[config.mk]
export PLATFORM = sky130hd
export DESIGN_NAME = pulse_train_generator
export DESIGN_NICKNAME = d
export VERILOG_FILES = /design/src/rtl/pulse_train_generator.sv
export SDC_FILE = /design/constraint.sdc
export NUM_CORES = 1
export LEC_CHECK = 0
export CORE_MARGIN = 2
export CORE_UTILIZATION = 60
export CTS_BUF_LIST = sky130_fd_sc_hd__clkbuf_4
export DETAILED_ROUTE_END_ITERATION = 6
export GPL_ROUTABILITY_DRIVEN = 0
export GPL_TIMING_DRIVEN = 0
export PLACE_DENSITY = 0.85
export SKIP_CTS_REPAIR_TIMING = 1
export SLEW_MARGIN = 20
export SYNTH_ARGS = -nofsm -noshare
export SYNTH_HDL_FRONTEND = slang
export SYNTH_SLANG_ARGS = --single-unit
[constraint.sdc]
create_clock -name clk -period 3.9 [get_ports clk]
set_clock_uncertainty 0.1 [all_clocks]
set_input_delay 0.39 -clock clk [delete_from_list [all_inputs] [get_ports clk]]
set_output_delay 0.39 -clock clk [all_outputs]
set_load 0.01 [all_outputs]
[src/rtl/pulse_train_generator.sv]
// Burst generator: N rectangular pulses of H high / L low cycles, registered output.
// Optional abort port and logic enabled by defining PULSE_TRAIN_ABORT_EN.
module pulse_train_generator #(
    parameter int CNT_W = 16,
    parameter int NUM_W = 8
) (
    input  logic             clk,
    input  logic             reset,
    input  logic             start,
    input  logic [CNT_W-1:0] high_cycles,
    input  logic [CNT_W-1:0] low_cycles,
    input  logic [NUM_W-1:0] num_pulses,
    input  logic             done_clear,
`ifdef PULSE_TRAIN_ABORT_EN
    input  logic             abort,
`endif
    output logic             pulse,
    output logic             busy,
    output logic             done
);

    typedef enum logic [1:0] {
        IDLE = 2'd0,
        HIGH = 2'd1,
        LOW  = 2'd2
    } state_t;

    state_t           state;
    state_t           state_nxt;
    logic [CNT_W-1:0] hi_m1;
    logic [CNT_W-1:0] lo_m1;
    logic [CNT_W-1:0] cnt;
    logic [NUM_W-1:0] rem;
    logic             abort_req;
    logic             phase_end;
    logic             accept;
    logic             pulse_nxt;
    logic             busy_nxt;
    logic             done_nxt;
    logic             done_set;

    // Zero-length phases behave as one cycle, so store max(x,1)-1.
    function automatic logic [CNT_W-1:0] len_m1(input logic [CNT_W-1:0] x);
        return (x == '0) ? '0 : x - 1'b1;
    endfunction

`ifdef PULSE_TRAIN_ABORT_EN
    assign abort_req = abort && (state != IDLE);
`else
    assign abort_req = 1'b0;
`endif

    assign phase_end = (cnt == '0);
    assign accept    = (state == IDLE) && start;

    always_ff @(posedge clk) begin
        if (reset) begin
            state <= IDLE;
            pulse <= 1'b0;
            busy  <= 1'b0;
            done  <= 1'b0;
        end else begin
            state <= state_nxt;
            pulse <= pulse_nxt;
            busy  <= busy_nxt;
            done  <= done_nxt;
        end
    end

    always_comb begin
        state_nxt = state;
        unique case (state)
            IDLE: begin
                if (start && num_pulses != '0)
                    state_nxt = HIGH;
            end
            HIGH: begin
                if (abort_req)
                    state_nxt = IDLE;
                else if (phase_end)
                    state_nxt = LOW;
            end
            LOW: begin
                if (abort_req)
                    state_nxt = IDLE;
                else if (phase_end)
                    state_nxt = (rem != '0) ? HIGH : IDLE;
            end
            default: state_nxt = IDLE;
        endcase
    end

    // Completion set takes priority over any clear in the same cycle.
    always_comb begin
        pulse_nxt = (state_nxt == HIGH);
        busy_nxt  = (state_nxt != IDLE);
        done_set  = (accept && num_pulses == '0)
                  || (state == LOW && phase_end && rem == '0)
                  || abort_req;
        done_nxt  = done;
        if (done_set)
            done_nxt = 1'b1;
        else if (done_clear || accept)
            done_nxt = 1'b0;
    end

    always_ff @(posedge clk) begin
        if (reset) begin
            hi_m1 <= '0;
            lo_m1 <= '0;
            cnt   <= '0;
            rem   <= '0;
        end else if (abort_req) begin
            cnt <= '0;
            rem <= '0;
        end else begin
            unique case (state)
                IDLE: begin
                    if (start) begin
                        hi_m1 <= len_m1(high_cycles);
                        lo_m1 <= len_m1(low_cycles);
                        cnt   <= len_m1(high_cycles);
                        rem   <= num_pulses;
                    end
                end
                HIGH: begin
                    if (phase_end) begin
                        cnt <= lo_m1;
                        rem <= rem - 1'b1;
                    end else begin
                        cnt <= cnt - 1'b1;
                    end
                end
                LOW: begin
                    if (!phase_end)
                        cnt <= cnt - 1'b1;
                    else if (rem != '0)
                        cnt <= hi_m1;
                end
                default: cnt <= '0;
            endcase
        end
    end

endmodule

==> summary.md <==
| Metric | Value |
|---|---|
| Fin. max-slew vios | `0` |
| Synth Register Bits | `61` |
| DR iter-0 viols | `~590` |
| Reg-to-reg critical path endpoint | `cnt[12]$_SDFFE_PP0P_` |
| Clock root cell | `clkbuf_4` |
| Hold path startpoint | `hi_m1[4]$_SDFFE_PP0P_` |
| GRT overflow | `0` |
| Clock-pin slew on the worst setup and hold paths | `100 ps` |
| Mapped Area | `between 3000 and 4000 um2` |
| Pre-CTS setup slack | `around 670 ps` |
| DPL Wire Length | `about 9.0 mm` |
| Number of core rows | `28` |
| Buffers on Ports | `46` |
| Peak VDD IR | `around 0.36 mV` |
| Via-to-Cell Ratio | `between 6 and 7` |
| R2R Setup Slk | `810 ps` |
| CTS tree | `built` |
| PwrDens | `approximately 450 nW/um2` |
| Clk sink count | `61` |
| Drt total wl | `12.1 mm` |
| Worst setup EP type | `flop` |
| Slew of the pin with the lowest slew margin | `between 900 and 1000 ps` |
| Starting density of the core | `a little over three fifths` |
| Layout net count | `between 600 and 700` |
| Antenna violations before repair | `0` |
| RSZ-0062 raised after global routing | `false` |
| First-pass GRT wire length | `approximately 19 mm` |
| Drt drc | `1` |
| Clk_lat worst skew | `between 400 and 500 ps` |
| Vias in the first global route | `3,952` |
| Largest net degree at the start of global routing | `11` |
| Status | `finished with violations` |
| IO Pins | `47` |
| Reg-to-reg startpoint | `cnt[0]$_SDFFE_PP0P_` |
| Post-DP Area | `4310 um2` |
| Final Critical Period | `a little over 3000 ps` |
| Asr flop ratio synth | `0%` |
| Diode count | `0` |
| R2R cell count | `9` |
| Vias | `4,243` |
| Fmax | `between 0.3 and 0.4 GHz` |
| Die area | `6920 um2` |
| LEAKAGE | `~1.6 nW` |
| Worst setup margin | `808 ps` |
| Die W | `between 80 and 90 um` |
| Slew HR | `about two fifths` |
| EDFF count, synth | `0` |
| Die Y | `83.2 um` |
| Final setup violation count | `0` |
| Drt wl/cell | `about 19 um` |
| CTS Buffer Depth | `2` |
| Synth cell types | `54` |
| Setup CP Type | `reg -> reg` |
| Final hold vios | `0` |
| CP Launch Point | `cnt[0]$_SDFFE_PP0P_` |
| Ys Warns | `0` |
| Sequential share of the synthesized area | `32.5%` |
| CTS Buf Count | `9` |
| Tot GR Track Use | `roughly a third` |
| Primary FF master, synth | `dfxtp_1` |
| Cell count after synthesis | `just over 500` |
| WHS Endpoint | `hi_m1[4]$_SDFFE_PP0P_` |
| 1st-pass router iterations | `7` |
| Crit-path max FO | `9` |
| Violated checks | `design-rule violations` |
| Tcrit/Tclk final | `79.3%` |
| Worst hold stages | `2` |
| Core Box Area | `around 6000 um2` |
| Worst hold-check path type | `reg -> reg` |
| Mean Syn Cell Area | `7.42 um2` |
| Startpoint Class | `flop` |
| Design Area, Final | `between 4000 and 5000 um2` |
| Synthesized Nets | `556` |
| Post-route ant nets | `0` |
| Crit path DAT | `approximately 3300 ps` |
| H-tree depth | `3` |
| Max cap viols | `0` |
| Commonest non-fill, non-tap cell in the layout | `nor2_1` |
| Layout cells sized above 1 | `5.27%` |
| Worst Path Required | `just over 4000 ps` |
| Area Overhead vs Synth | `18.2%` |
| Most frequent cells in the layout | `66 x nor2_1, 61 x dfxtp_1, 48 x nand2_1` |
| Post-Route Setup TNS | `0 ps` |
[metrics by stage]
step / util, % / hold WS [ps] / instances / power [W]
after global routing: 74.2 / 386 / 644 / 0.00210
after global placement: 72.0 / 336 / 628 / 0.00151
after floorplan: - / 329 / 507 / 0.00129
after CTS: 74.2 / 364 / 644 / 0.00196
after detailed placement: 72.0 / 349 / 628 / 0.00154
final: 74.2 / 368 / 644 / 0.00201
[cells by family (layout without fill, tap and decap cells)]
family                     count (synthesis)  in the layout  share of synthesized area (%)
and+or+nand+nor                          210            210                           27.5
AOI/OAI and AO/OA                        150            150                           24.7
muxes                                      5              5                           1.36
DFF                                       61             61                           32.5
adders and majority gates                  5              5                           1.66
buffers and inverters                     43            105                           4.66
xor gates and xnor gates                  33             33                           7.69
[Yosys cell counts, types with 2 or more instances]
master | instances | area, um2
a221o_1 | 2 | 20.0
o21ai_0 | 40 | 200
mux2i_1 | 4 | 40.0
or3b_2 | 2 | 17.5
o22ai_1 | 4 | 25.0
a22oi_1 | 19 | 143
clkbuf_1 | 23 | 86.3
a2bb2oi_1 | 2 | 17.5
or3_1 | 8 | 50.1
nor4b_1 | 3 | 26.3
nand4_1 | 3 | 18.8
ha_1 | 5 | 62.6
a211oi_1 | 7 | 52.6
and2_1 | 2 | 12.5
or2_2 | 3 | 18.8
nor4_1 | 12 | 75.1
nand3b_1 | 2 | 15.0
inv_1 | 13 | 48.8
xnor2_1 | 17 | 149
nor3b_1 | 3 | 22.5
xor2_1 | 16 | 140
o32ai_1 | 2 | 17.5
a31oi_1 | 5 | 31.3
dfxtp_1 | 61 | 1220
a221oi_1 | 2 | 17.5
buf_2 | 5 | 25.0
a22o_1 | 2 | 17.5
nand2b_1 | 9 | 56.3
a31o_2 | 2 | 17.5
nand2_1 | 48 | 180
nor2_1 | 66 | 248
or4_1 | 6 | 45.0
a21oi_1 | 47 | 235
o31ai_1 | 3 | 22.5
nor3_1 | 27 | 135
nand3_1 | 6 | 30.0
o31a_1 | 6 | 52.6
nor2b_1 | 4 | 25.0
[area by class of cell]
| class | count | area (um2) |
|---|---|---|
| repair buffers | 46 | 460 |
| clock inverters | 6 | 53.8 |
| clock buffers | 10 | 75.1 |
| inverters | 13 | 48.8 |
| flip-flops and latches | 61 | 1220 |
| plain buffers | 30 | 126 |
| multi-input cells | 403 | 2360 |
| well taps | 75 | 93.8 |
| fillers | 493 | 1550 |
[sequential cells by signal, summed over array words and instances, names as in the netlist]
signal  flops
busy        1
cnt        16
done        1
hi_m1      16
lo_m1      16
pulse       1
rem         8
state       2
[worst max path at each step]
stage          cells past startpoint  slack (ps)                     to
4_1_cts                            9         890   cnt[12]$_SDFFE_PP0P_
6_report                           9         810   cnt[12]$_SDFFE_PP0P_
3_5_place_dp                       9         670    cnt[7]$_SDFFE_PP0P_
2_1_floorplan                      7        1520  lo_m1[4]$_SDFFE_PP0P_
5_1_grt                            9         640   cnt[12]$_SDFFE_PP0P_
3_3_place_gp                       9         750    cnt[7]$_SDFFE_PP0P_
[layer usage]
metal / part of all wire (%) / track usage, %
met1: 39 / 43.8
met2: 45 / 54.2
met3: 11 / 9.05
met4: 4.1 / 16.2
met5: 0 / 0
[where the power goes]
| group | switching, W | internal (W) |
|---|---|---|
| combinational | 0.000487 | 0.000305 |
| clock | 0.000247 | 0.000195 |
| sequential | 0.0000740 | 0.000702 |
[worst max-delay path, cell delays in order, from the launching register on]
cell      delay, ps
dfxtp_1         370
inv_1            70
ha_1            210
nor3b_1         510
and4_1          270
clkbuf_1        360
a31oi_1         390
nand2b_1        360
a211oi_1         80
a211o_1         270
No activity file was read; power rests on OpenSTA's default activity.
